**config.mk**
```make
export PLATFORM = sky130hd
export DESIGN_NAME = fsk_frame_ctrl_flat
export DESIGN_NICKNAME = d
export VERILOG_FILES = /design/src/rtl/fsk_frame_if.sv /design/src/rtl/fsk_frame_ctrl.sv /design/src/flat_wrapper.sv
export SDC_FILE = /design/constraint.sdc
export NUM_CORES = 1
export LEC_CHECK = 0
export ABC_AREA = 1
export CORE_UTILIZATION = 45
export DETAILED_ROUTE_END_ITERATION = 10
export HOLD_SLACK_MARGIN = 0.15
export PLACE_DENSITY_LB_ADDON = 0.05
export REMOVE_ABC_BUFFERS = 1
export SLEW_MARGIN = 15
export SYNTH_ARGS = -nofsm -noshare
export SYNTH_HDL_FRONTEND = slang
export SYNTH_SLANG_ARGS = --single-unit
```
**constraint.sdc**
```tcl
create_clock -name clk -period 2.05 [get_ports clk]
set_input_delay 0.3075 -clock clk [delete_from_list [all_inputs] [get_ports clk]]
set_output_delay 0.3075 -clock clk [all_outputs]
set_load 0.02 [all_outputs]
```
**src/rtl/fsk_frame_if.sv**
```systemverilog
// Bit-stream and frame-output bundle between bit_syn's output side and the
// frame controller; the controller takes the slave view.
interface fsk_frame_if;
    logic       bit_in;
    logic       bit_vld;
    logic       syn_en;
    logic [7:0] data_out;
    logic       data_vld;
    logic       frame_done;
    logic       frame_err;
    logic [7:0] led;
    logic [1:0] state_o;

    modport master (
        output bit_in, bit_vld,
        input  syn_en, data_out, data_vld, frame_done, frame_err, led, state_o
    );

    modport slave (
        input  bit_in, bit_vld,
        output syn_en, data_out, data_vld, frame_done, frame_err, led, state_o
    );
endinterface

```
**src/rtl/fsk_frame_ctrl.sv**
```systemverilog
// Receive-side frame controller: debounced key arms bit_syn, hunts for the
// sync word, assembles fixed-length frames into bytes and counts good frames.
module fsk_frame_ctrl #(
    parameter logic [15:0] SYNC_WORD   = 16'hEB90,
    parameter int          FRAME_BYTES = 8,
    parameter int          TIMEOUT     = 20000,
    parameter int          DEB_CNT     = 1000
) (
    input  logic         clk,
    input  logic         reset,
    input  logic         key,
    fsk_frame_if.slave   bus
);

    localparam int TMO_W = $clog2(TIMEOUT + 1);
    localparam int DEB_W = $clog2(DEB_CNT + 1);
    localparam logic [TMO_W-1:0] TMO_LAST  = TMO_W'(TIMEOUT - 1);
    localparam logic [DEB_W-1:0] DEB_LAST  = DEB_W'(DEB_CNT - 1);
    localparam logic [7:0]       LAST_BYTE = 8'(FRAME_BYTES - 1);

    typedef enum logic [1:0] {
        ST_IDLE = 2'b00,
        ST_HUNT = 2'b01,
        ST_RECV = 2'b10
    } state_t;

    logic             key_meta_q, key_meta_d;
    logic             key_sync_q, key_sync_d;
    logic             deb_q, deb_d;
    logic [DEB_W-1:0] deb_cnt_q, deb_cnt_d;
    logic             press_s;

    state_t           state_q, state_d;
    // Only 15 history bits are kept; the incoming bit completes the 16-bit window.
    logic [14:0]      sr_q, sr_d;
    logic [6:0]       byte_q, byte_d;
    logic [7:0]       byte_asm_s;
    logic [2:0]       bit_cnt_q, bit_cnt_d;
    logic [7:0]       byte_cnt_q, byte_cnt_d;
    logic [TMO_W-1:0] tmo_q, tmo_d;

    logic             syn_en_q, syn_en_d;
    logic [7:0]       data_out_q, data_out_d;
    logic             data_vld_q, data_vld_d;
    logic             frame_done_q, frame_done_d;
    logic             frame_err_q, frame_err_d;
    logic [7:0]       led_q, led_d;

    // Key synchronizer and debounce: level flips after DEB_CNT disagreeing cycles.
    always_comb begin
        key_meta_d = key;
        key_sync_d = key_meta_q;
        deb_d      = deb_q;
        deb_cnt_d  = '0;
        if (key_sync_q != deb_q) begin
            if (deb_cnt_q == DEB_LAST) begin
                deb_d     = key_sync_q;
                deb_cnt_d = '0;
            end else begin
                deb_cnt_d = deb_cnt_q + DEB_W'(1);
            end
        end else begin
            deb_cnt_d = '0;
        end
        press_s = deb_q & ~deb_d;
    end

    assign byte_asm_s = {byte_q, bus.bit_in};

    // Frame FSM next-state and registered-output computation; a press overrides all.
    always_comb begin
        state_d      = state_q;
        sr_d         = sr_q;
        byte_d       = byte_q;
        bit_cnt_d    = bit_cnt_q;
        byte_cnt_d   = byte_cnt_q;
        tmo_d        = tmo_q;
        data_out_d   = data_out_q;
        data_vld_d   = 1'b0;
        frame_done_d = 1'b0;
        frame_err_d  = 1'b0;
        led_d        = led_q;

        if (press_s) begin
            sr_d       = '0;
            bit_cnt_d  = '0;
            byte_cnt_d = '0;
            tmo_d      = '0;
            if (state_q == ST_IDLE) begin
                state_d = ST_HUNT;
            end else begin
                state_d = ST_IDLE;
            end
        end else begin
            case (state_q)
                ST_IDLE: begin
                    state_d = ST_IDLE;
                end
                ST_HUNT: begin
                    if (bus.bit_vld) begin
                        sr_d = {sr_q[13:0], bus.bit_in};
                        if ({sr_q, bus.bit_in} == SYNC_WORD) begin
                            state_d    = ST_RECV;
                            bit_cnt_d  = '0;
                            byte_cnt_d = '0;
                            tmo_d      = '0;
                        end else begin
                            state_d = ST_HUNT;
                        end
                    end else begin
                        state_d = ST_HUNT;
                    end
                end
                ST_RECV: begin
                    if (bus.bit_vld) begin
                        byte_d = byte_asm_s[6:0];
                        tmo_d  = '0;
                        if (bit_cnt_q == 3'd7) begin
                            bit_cnt_d  = '0;
                            data_out_d = byte_asm_s;
                            data_vld_d = 1'b1;
                            if (byte_cnt_q == LAST_BYTE) begin
                                frame_done_d = 1'b1;
                                led_d        = led_q + 8'd1;
                                state_d      = ST_HUNT;
                                sr_d         = '0;
                                byte_cnt_d   = '0;
                            end else begin
                                byte_cnt_d = byte_cnt_q + 8'd1;
                            end
                        end else begin
                            bit_cnt_d = bit_cnt_q + 3'd1;
                        end
                    end else if (tmo_q == TMO_LAST) begin
                        frame_err_d = 1'b1;
                        state_d     = ST_HUNT;
                        sr_d        = '0;
                        tmo_d       = '0;
                        bit_cnt_d   = '0;
                        byte_cnt_d  = '0;
                    end else begin
                        tmo_d = tmo_q + TMO_W'(1);
                    end
                end
                default: begin
                    state_d    = ST_IDLE;
                    sr_d       = '0;
                    bit_cnt_d  = '0;
                    byte_cnt_d = '0;
                    tmo_d      = '0;
                end
            endcase
        end

        syn_en_d = (state_d != ST_IDLE);
    end

    // State, datapath and output registers with synchronous reset.
    always_ff @(posedge clk) begin
        if (reset) begin
            key_meta_q   <= 1'b1;
            key_sync_q   <= 1'b1;
            deb_q        <= 1'b1;
            deb_cnt_q    <= '0;
            state_q      <= ST_IDLE;
            sr_q         <= '0;
            byte_q       <= '0;
            bit_cnt_q    <= '0;
            byte_cnt_q   <= '0;
            tmo_q        <= '0;
            syn_en_q     <= 1'b0;
            data_out_q   <= 8'd0;
            data_vld_q   <= 1'b0;
            frame_done_q <= 1'b0;
            frame_err_q  <= 1'b0;
            led_q        <= 8'd0;
        end else begin
            key_meta_q   <= key_meta_d;
            key_sync_q   <= key_sync_d;
            deb_q        <= deb_d;
            deb_cnt_q    <= deb_cnt_d;
            state_q      <= state_d;
            sr_q         <= sr_d;
            byte_q       <= byte_d;
            bit_cnt_q    <= bit_cnt_d;
            byte_cnt_q   <= byte_cnt_d;
            tmo_q        <= tmo_d;
            syn_en_q     <= syn_en_d;
            data_out_q   <= data_out_d;
            data_vld_q   <= data_vld_d;
            frame_done_q <= frame_done_d;
            frame_err_q  <= frame_err_d;
            led_q        <= led_d;
        end
    end

    assign bus.syn_en     = syn_en_q;
    assign bus.data_out   = data_out_q;
    assign bus.data_vld   = data_vld_q;
    assign bus.frame_done = frame_done_q;
    assign bus.frame_err  = frame_err_q;
    assign bus.led        = led_q;
    assign bus.state_o    = state_q;

endmodule
```
**src/flat_wrapper.sv**
```systemverilog
// flat-port wrapper written by rule: the top's interface ports become plain ports
module fsk_frame_ctrl_flat 
#(
    parameter logic [15:0] SYNC_WORD   = 16'hEB90,
    parameter int          FRAME_BYTES = 8,
    parameter int          TIMEOUT     = 20000,
    parameter int          DEB_CNT     = 1000
)
  (clk, reset, key, bus_bit_in, bus_bit_vld, bus_syn_en, bus_data_out, bus_data_vld, bus_frame_done, bus_frame_err, bus_led, bus_state_o);
  fsk_frame_if bus_i ();
  input  logic clk;
  input  logic reset;
  input  logic key;
  input wire logic [$bits(bus_i.bit_in)-1:0] bus_bit_in;
  input wire logic [$bits(bus_i.bit_vld)-1:0] bus_bit_vld;
  output wire logic [$bits(bus_i.syn_en)-1:0] bus_syn_en;
  output wire logic [$bits(bus_i.data_out)-1:0] bus_data_out;
  output wire logic [$bits(bus_i.data_vld)-1:0] bus_data_vld;
  output wire logic [$bits(bus_i.frame_done)-1:0] bus_frame_done;
  output wire logic [$bits(bus_i.frame_err)-1:0] bus_frame_err;
  output wire logic [$bits(bus_i.led)-1:0] bus_led;
  output wire logic [$bits(bus_i.state_o)-1:0] bus_state_o;
  assign bus_i.bit_in = bus_bit_in;
  assign bus_i.bit_vld = bus_bit_vld;
  assign bus_syn_en = bus_i.syn_en;
  assign bus_data_out = bus_i.data_out;
  assign bus_data_vld = bus_i.data_vld;
  assign bus_frame_done = bus_i.frame_done;
  assign bus_frame_err = bus_i.frame_err;
  assign bus_led = bus_i.led;
  assign bus_state_o = bus_i.state_o;
  fsk_frame_ctrl #(.SYNC_WORD(SYNC_WORD), .FRAME_BYTES(FRAME_BYTES), .TIMEOUT(TIMEOUT), .DEB_CNT(DEB_CNT)) u_core (.clk(clk), .reset(reset), .key(key), .bus(bus_i));
endmodule
```
==> impl_metrics.ini, run 1 <==
[placed_design]
place.gp.congestion = 0.898
hpwl_um = 6980
placed_area_mm2 = 0.00460
numPortBuffers = 26

[sta]
finClkSkew_ns = 0.0109
timing.fmax_mhz = 522
rsz0062_at_grt = false
relSlewSlack_pct = 69.1
post-route-min-period_ns = 1.91
worst_slew_pin_slew_ns = 0.460
hold_violations = 0
slew_viol_final = 0
period_share_pct = 93.4
finalSetupViolCount = 0

[floorplan]
row_count = 34
start_util_pct = 46.4
die-area_mm2 = 0.00938
die_h_um = 96.8
die-width_um = 96.8
coreArea_mm2 = 0.00872
num_io_pins = 27

[pwr]
power.static_leakage_nw = 1.87
finalPower_w = 0.00294
p_per_area_mw_per_mm2 = 610
vdd_drop_max_mv = 0.332

[global_route]
grt_pass1_vias = 3570
overflow = 0
grt_pass1_wl_um = 16200
grt_use_total_pct = 21.1
grt_max_degree = 22
grt_antenna_before_repair = 0

[status]
status = completed

[setup_path]
cpPeakStageDelay_ns = 0.40
cpMostUsedCell = nand3_1
crit_family = simple AND/OR/NAND/NOR gates
crit_fanout = 15
crit_chain = ha_1 > nand3_1 > nor2_2 > nor2_1 > inv_2 > o211ai_4 > nor2_4 > nand3_1 > a21oi_1
worstSetupEndpointType = register
worstPathArrival_ns = 2.20
cp_num_buf_inv = 1
crit_path_start_kind = register
crit_path_top_delay_cell = dfxtp_1
worstSetupPathType = reg -> reg
required_ns = 2.34

[route]
first_pass_iters = 5
drtAntennaViolNets = 0
drt-initial-drc-count = 202
wl_um = 9390
wire_per_inst_um = 12.6
remaining_drc_errors = 0
vias = 3868
via_per_inst = 5.21

[min_path]
hold_path.class = reg -> reg

[synthesis]
synth_seq_cells = 83
synth_xor_area_share_pct = 1.95
synth_compound_area_share_pct = 12.6
seq_area_frac_synth_pct = 41.1
synthMuxAreaShare_pct = 0
synthAdderAreaFrac_pct = 2.78
synth_top_cell_by_area = dfxtp_1
synthCells = 579
syn_area_mm2 = 0.00405
ys.warnings.count = 0
synth_top_family_by_area = simple AND/OR/NAND/NOR gates
synth-simple-area-share_pct = 33.3
syn_area_per_cell_um2 = 6.99
async_flop_share_pct = 0
synth_top_flop_cell = dfxtp_1
synth_cell_types = 35
synth_enable_flop_cells = 0
synth_area_leaders = dfxtp_1 41%, nand2_1 11%, nand3_1 7.1%, a21oi_1 6.7%, nor2_1 6.6%
synth_top_area_share_pct = 41.1

[final_layout]
ff_latch_area_mm2 = 0.00166
drive_gt1_share_pct = 11.3
final_area_mm2 = 0.00482
antenna-diode-count = 0
post-route-util_pct = 55.2
multi_input_area_mm2 = 0.00205
fin_nets = 644
area_growth_pct = 19.0
layout_common_cells = 122 x nand2_1, 83 x dfxtp_1, 70 x nor2_1, 58 x inv_1, 57 x nand3_1
nFillCells = 885
final_common_cell = nand2_1

[clocking]
cts-buffers-inserted = 9
cts.htree.levels = 3
path_clk_slew_ns = 0.08
cts_max_path_buffers = 2
clockRootBuffer = clkbuf_8
cts_tree = built
clock-sinks = 83
clk_latency_ns = 0.36

[job]
drv_cap = 0
==> stage by stage <==
| step | hold slack (ns) | cells | setup TNS, ns | worst slack [ns] |
|---|---|---|---|---|
| floorplan | 0.377 | 564 | 0 | 0.0780 |
| global placement | 0.406 | 727 | -0.0425 | -0.0230 |
| detailed placement | 0.408 | 727 | -0.0448 | -0.0264 |
| CTS | 0.430 | 743 | 0 | 0.168 |
| global route | 0.449 | 743 | 0 | 0.00190 |
| finish | 0.422 | 743 | 0 | 0.135 |
==> flip-flops by register name, summed over array words and instances, names as in the netlist, 2 cells and up <==
name                 count
u_core.bus.led           8
u_core.tmo_q            15
u_core.byte_q            7
u_core.byte_cnt_q        8
u_core.bit_cnt_q         3
u_core.deb_cnt_q        10
u_core.sr_q             15
u_core.bus.data_out      8
u_core.bus.state_o       2
==> path summary, 6_finish.rpt <==
path | startpoint | endpoint | slack [ns] | depth (start not counted)
worst min register to register | u_core.key_meta_q | u_core.key_sync_q | 0.42 | 1
worst min-delay path | u_core.key_meta_q | u_core.key_sync_q | 0.42 | 1
worst max-delay path | u_core.byte_cnt_q[0] | u_core.sr_q[4] | 0.14 | 9
worst max register to register | u_core.byte_cnt_q[0] | u_core.sr_q[4] | 0.14 | 9
==> synthesized netlist by cell type (2+ instances only) <==
| master | n |
|---|---|
| nand2_1 | 122 |
| nor3_1 | 10 |
| nor2_2 | 2 |
| nand2_2 | 5 |
| clkbuf_1 | 5 |
| or2_2 | 2 |
| o21ai_0 | 36 |
| inv_1 | 58 |
| dfxtp_1 | 83 |
| a21oi_1 | 54 |
| xnor2_1 | 4 |
| nor3b_1 | 3 |
| or2_0 | 2 |
| xor2_1 | 5 |
| inv_2 | 10 |
| o21bai_1 | 2 |
| buf_4 | 3 |
| nand4_1 | 13 |
| nand3_1 | 57 |
| nor2_1 | 71 |
| nor2_4 | 2 |
| ha_1 | 9 |
| buf_2 | 6 |
| nor4_1 | 4 |
==> power by group <==
part / switching [W] / internal, W
Sequential: 0.00000121 / 0.00161
Clock: 0.000612 / 0.000639
Combinational: 0.0000443 / 0.0000267
==> routing by layer <==
metal | vias up | track usage, % | part of all wire [%]
li1 | 1990 | - | -
met2 | 69 | 35.2 | 48
met1 | 1795 | 26.7 | 47
met5 | - | 0 | 0
met3 | 14 | 4.41 | 3.5
met4 | 0 | 7.81 | 1.7
==> area by class of cell <==
type,count,area share (%)
tap,108,2.81
sequential,83,34.5
inverter,68,5.30
timing repair buffer,55,10.4
multi-input combinational,413,42.6
clock inverter,4,1.17
clock buffer,12,3.22
==> kinds of logic (layout without fill, tap and decap cells) <==
| group | after synthesis | after routing |
|---|---|---|
| DFF | 83 | 83 |
| buffers and inverters | 83 | 139 |
| AOI/OAI and AO/OA | 96 | 96 |
| and+or+nand+nor | 299 | 299 |
| adders and majority gates | 9 | 9 |
| xor gates and xnor gates | 9 | 9 |
==> what timing repair did <==
| item | in CTS | in global routing |
|---|---|---|
| gates resized for setup | 1 | 0 |
| buffers inserted | 0 | 0 |
| setup endpoints to repair | 1 | 1 |
| hold buffers | 0 | 0 |
| pin swaps | 0 | 1 |
(Power assumes the default switching activity.)
==> run 2: changes to the inputs <==
Settings changed: HOLD_SLACK_MARGIN 0.15 to 0.05.
==> results of run 2 <==
Same layout as run 1: the final DEF is identical, and so are final timing and power.
==> run 3: changes to the inputs <==
Settings changed: ABC_AREA 1 to default, CORE_ASPECT_RATIO from default to 0.9.
==> impl_metrics.ini, run 3 <==
[status]
status = completed

[synthesis]
ys.warnings.count = 0
async_flop_share_pct = 0
synth_enable_flop_cells = 0
synthCells = 447
synth_top_area_share_pct = 43.8
synth_cell_types = 57
synth_area_leaders = dfxtp_1 44%, a21oi_1 7.9%, nand2_1 5.4%, nand3_1 5.4%, ha_1 3.0%
seq_area_frac_synth_pct = 43.8
yosysMostFrequentCell = dfxtp_1
synth_top_flop_cell = dfxtp_1
syn_area_mm2 = 0.00379
syn_area_per_cell_um2 = 8.48
synth_seq_cells = 83
synth_common_cells = 83 x dfxtp_1, 60 x a21oi_1, 55 x nand2_1, 41 x nand3_1, 30 x nor2_1
synth_top_cell_by_area = dfxtp_1

[final_layout]
post-route-util_pct = 61.2
antenna-diode-count = 0
fin_nets = 539
layout_common_cells = 78 x dfxtp_1, 61 x buf_4, 55 x nand2_1, 53 x a21oi_1, 40 x nand3_1
fin_cells = 629
area_growth_pct = 30.7
final_common_cell = dfxtp_1
drive_gt1_share_pct = 22.5
final_area_mm2 = 0.00496
largestRegisters = u_core.sr_q (15), u_core.tmo_q (15), u_core.deb_cnt_q (10)

[route]
first_pass_iters = 4
drtAntennaViolNets = 0
via_per_inst = 5.52
remaining_drc_errors = 0
wire_per_inst_um = 14.3
drt-initial-drc-count = 153
wl_um = 9010
vias = 3472

[clocking]
cts_max_path_buffers = 2
cts-buffers-inserted = 9
clockRootBuffer = clkbuf_8
clock-sinks = 83
path_clk_slew_ns = 0.09
cts.htree.levels = 3
clk_latency_ns = 0.35
postCtsHoldBufs = 0
cts_tree = built

[sta]
post-route-min-period_ns = 2.00
relSlewSlack_pct = 67.5
worst_slew_pin_slew_ns = 0.485
slew_viol_final = 0
fin_ws_ns = 0.0481
rsz0062_at_grt = true
hold_violations = 0
finalSetupViolCount = 0
finClkSkew_ns = 0.0128
period_share_pct = 97.7
timing.fmax_mhz = 500

[placed_design]
placed_area_mm2 = 0.00458
numPortBuffers = 26
place.gp.congestion = 0.741
preCtsSetupSlack_ns = -0.349
dp_cells = 611
hpwl_um = 6130

[floorplan]
coreArea_mm2 = 0.00811
start_util_pct = 46.8
die-area_mm2 = 0.00880
row_count = 31
num_io_pins = 27
die_h_um = 89.1
die-width_um = 98.8

[global_route]
overflow = 0
grt_antenna_before_repair = 0
grt_pass1_wl_um = 14300
grt_use_total_pct = 20.5
grt_pass1_vias = 3002
grt_max_degree = 31

[pwr]
finalPower_w = 0.00296
p_per_area_mw_per_mm2 = 597
vdd_drop_max_mv = 0.398
power.static_leakage_nw = 1.70

[setup_path]
r2r_start = u_core.bit_cnt_q[0]
worstSetupPathType = reg -> reg
timing.rr.end = u_core.byte_cnt_q[7]
required_ns = 2.34
reg2reg_depth = 8
worstSetupEndpointType = register
rrSetupSlack_ns = 0.05
crit_fanout = 5
worstPathArrival_ns = 2.29
crit_path_start_kind = register

[min_path]
hold_path_end = u_core.key_sync_q
hold_path.startpoint = u_core.key_meta_q
min_path_cells = 1
hold_path.class = reg -> reg

[job]
drv_cap = 0
[run 3: cell count changes in the layout (fill, tap and decap cells not counted), moves of 10 or more]
cell,previous run,this run
inv_2,10,0
buf_4,27,61
o21ai_0,36,12
nand3_1,57,40
nand2_1,122,55
inv_1,58,8
o31ai_1,0,11
nor2_1,70,30
[run 3: cells by family after synthesis]
family	count (synthesis)	synth area share, %
AND/OR/NAND/NOR	204	29.5
AO/OA/AOI/OAI	102	16.0
flip-flops	83	43.8
buffers and inverters	33	4.02
XOR/XNOR	16	3.70
adder cells (fa/ha/maj)	9	2.97
[run 3: how the worst max path moves through the flow]
stage	startpoint	end	slack (ns)
finish	u_core.bit_cnt_q[0]	u_core.byte_cnt_q[7]	0.05
global placement	bus_bit_vld	u_core.sr_q[0]	-0.25
global route	u_core.bit_cnt_q[0]	u_core.byte_cnt_q[7]	-0.08
CTS	u_core.bit_cnt_q[0]	u_core.sr_q[11]	0.00002
detailed placement	bus_bit_vld	u_core.sr_q[11]	-0.35
floorplan	u_core.bus.state_o[0]	u_core.tmo_q[10]	-0.98
[run 3: layout make-up]
type | instances | area [um2]
fill | 722 | 3150
multi-input combinational | 331 | 2110
sequential | 83 | 1670
timing repair buffer | 92 | 810
clock buffer | 10 | 128
tap | 99 | 124
clock inverter | 6 | 90.1
inverter | 8 | 30.0
[run 3: power breakdown]
group          switching, W  internal, W   total, W  leakage, nW
logic             0.0000378    0.0000227  0.0000605        0.925
clock network      0.000595     0.000689    0.00128        0.106
registers        0.00000124      0.00161    0.00161        0.671
total              0.000634      0.00232    0.00296         1.70
[run 3: repair_timing]
| action | 4_1_cts | 5_1_grt |
|---|---|---|
| resized for setup | 5 | 25 |
| pin swaps | 2 | 10 |
| hold endpoints to repair | 0 | 0 |
| buffers inserted | 0 | 2 |
| endpoints found under the setup margin | 33 | 48 |
[run 3: critical path: stages (launching register included)]
cell,delay (ns)
dfxtp_2,0.35
ha_1,0.16
ha_2,0.19
buf_6,0.10
nand3b_1,0.14
nand4_1,0.22
nor2_1,0.19
or4b_1,0.47
a21oi_2,0.12
[run 3: metal layers]
| layer | vias up | GRT usage (%) | routed length, um | part of all wire, % |
|---|---|---|---|---|
| met1 | 1641 | 27.7 | 4400 | 49 |
| met2 | 50 | 32.6 | 4220 | 47 |
| met4 | 0 | 6.92 | 114 | 1.3 |
| li1 | 1770 | - | - | - |
| met5 | - | 0 | 0 | 0 |
| met3 | 11 | 4.61 | 277 | 3.1 |
[run 3: stage by stage]
stage               hold slack, ns  TNS, ns
floorplan                    0.377   -28.09
global placement             0.398    -5.87
detailed placement           0.400    -7.31
CTS                          0.419        0
global route                 0.432   -0.209
finish                       0.415        0
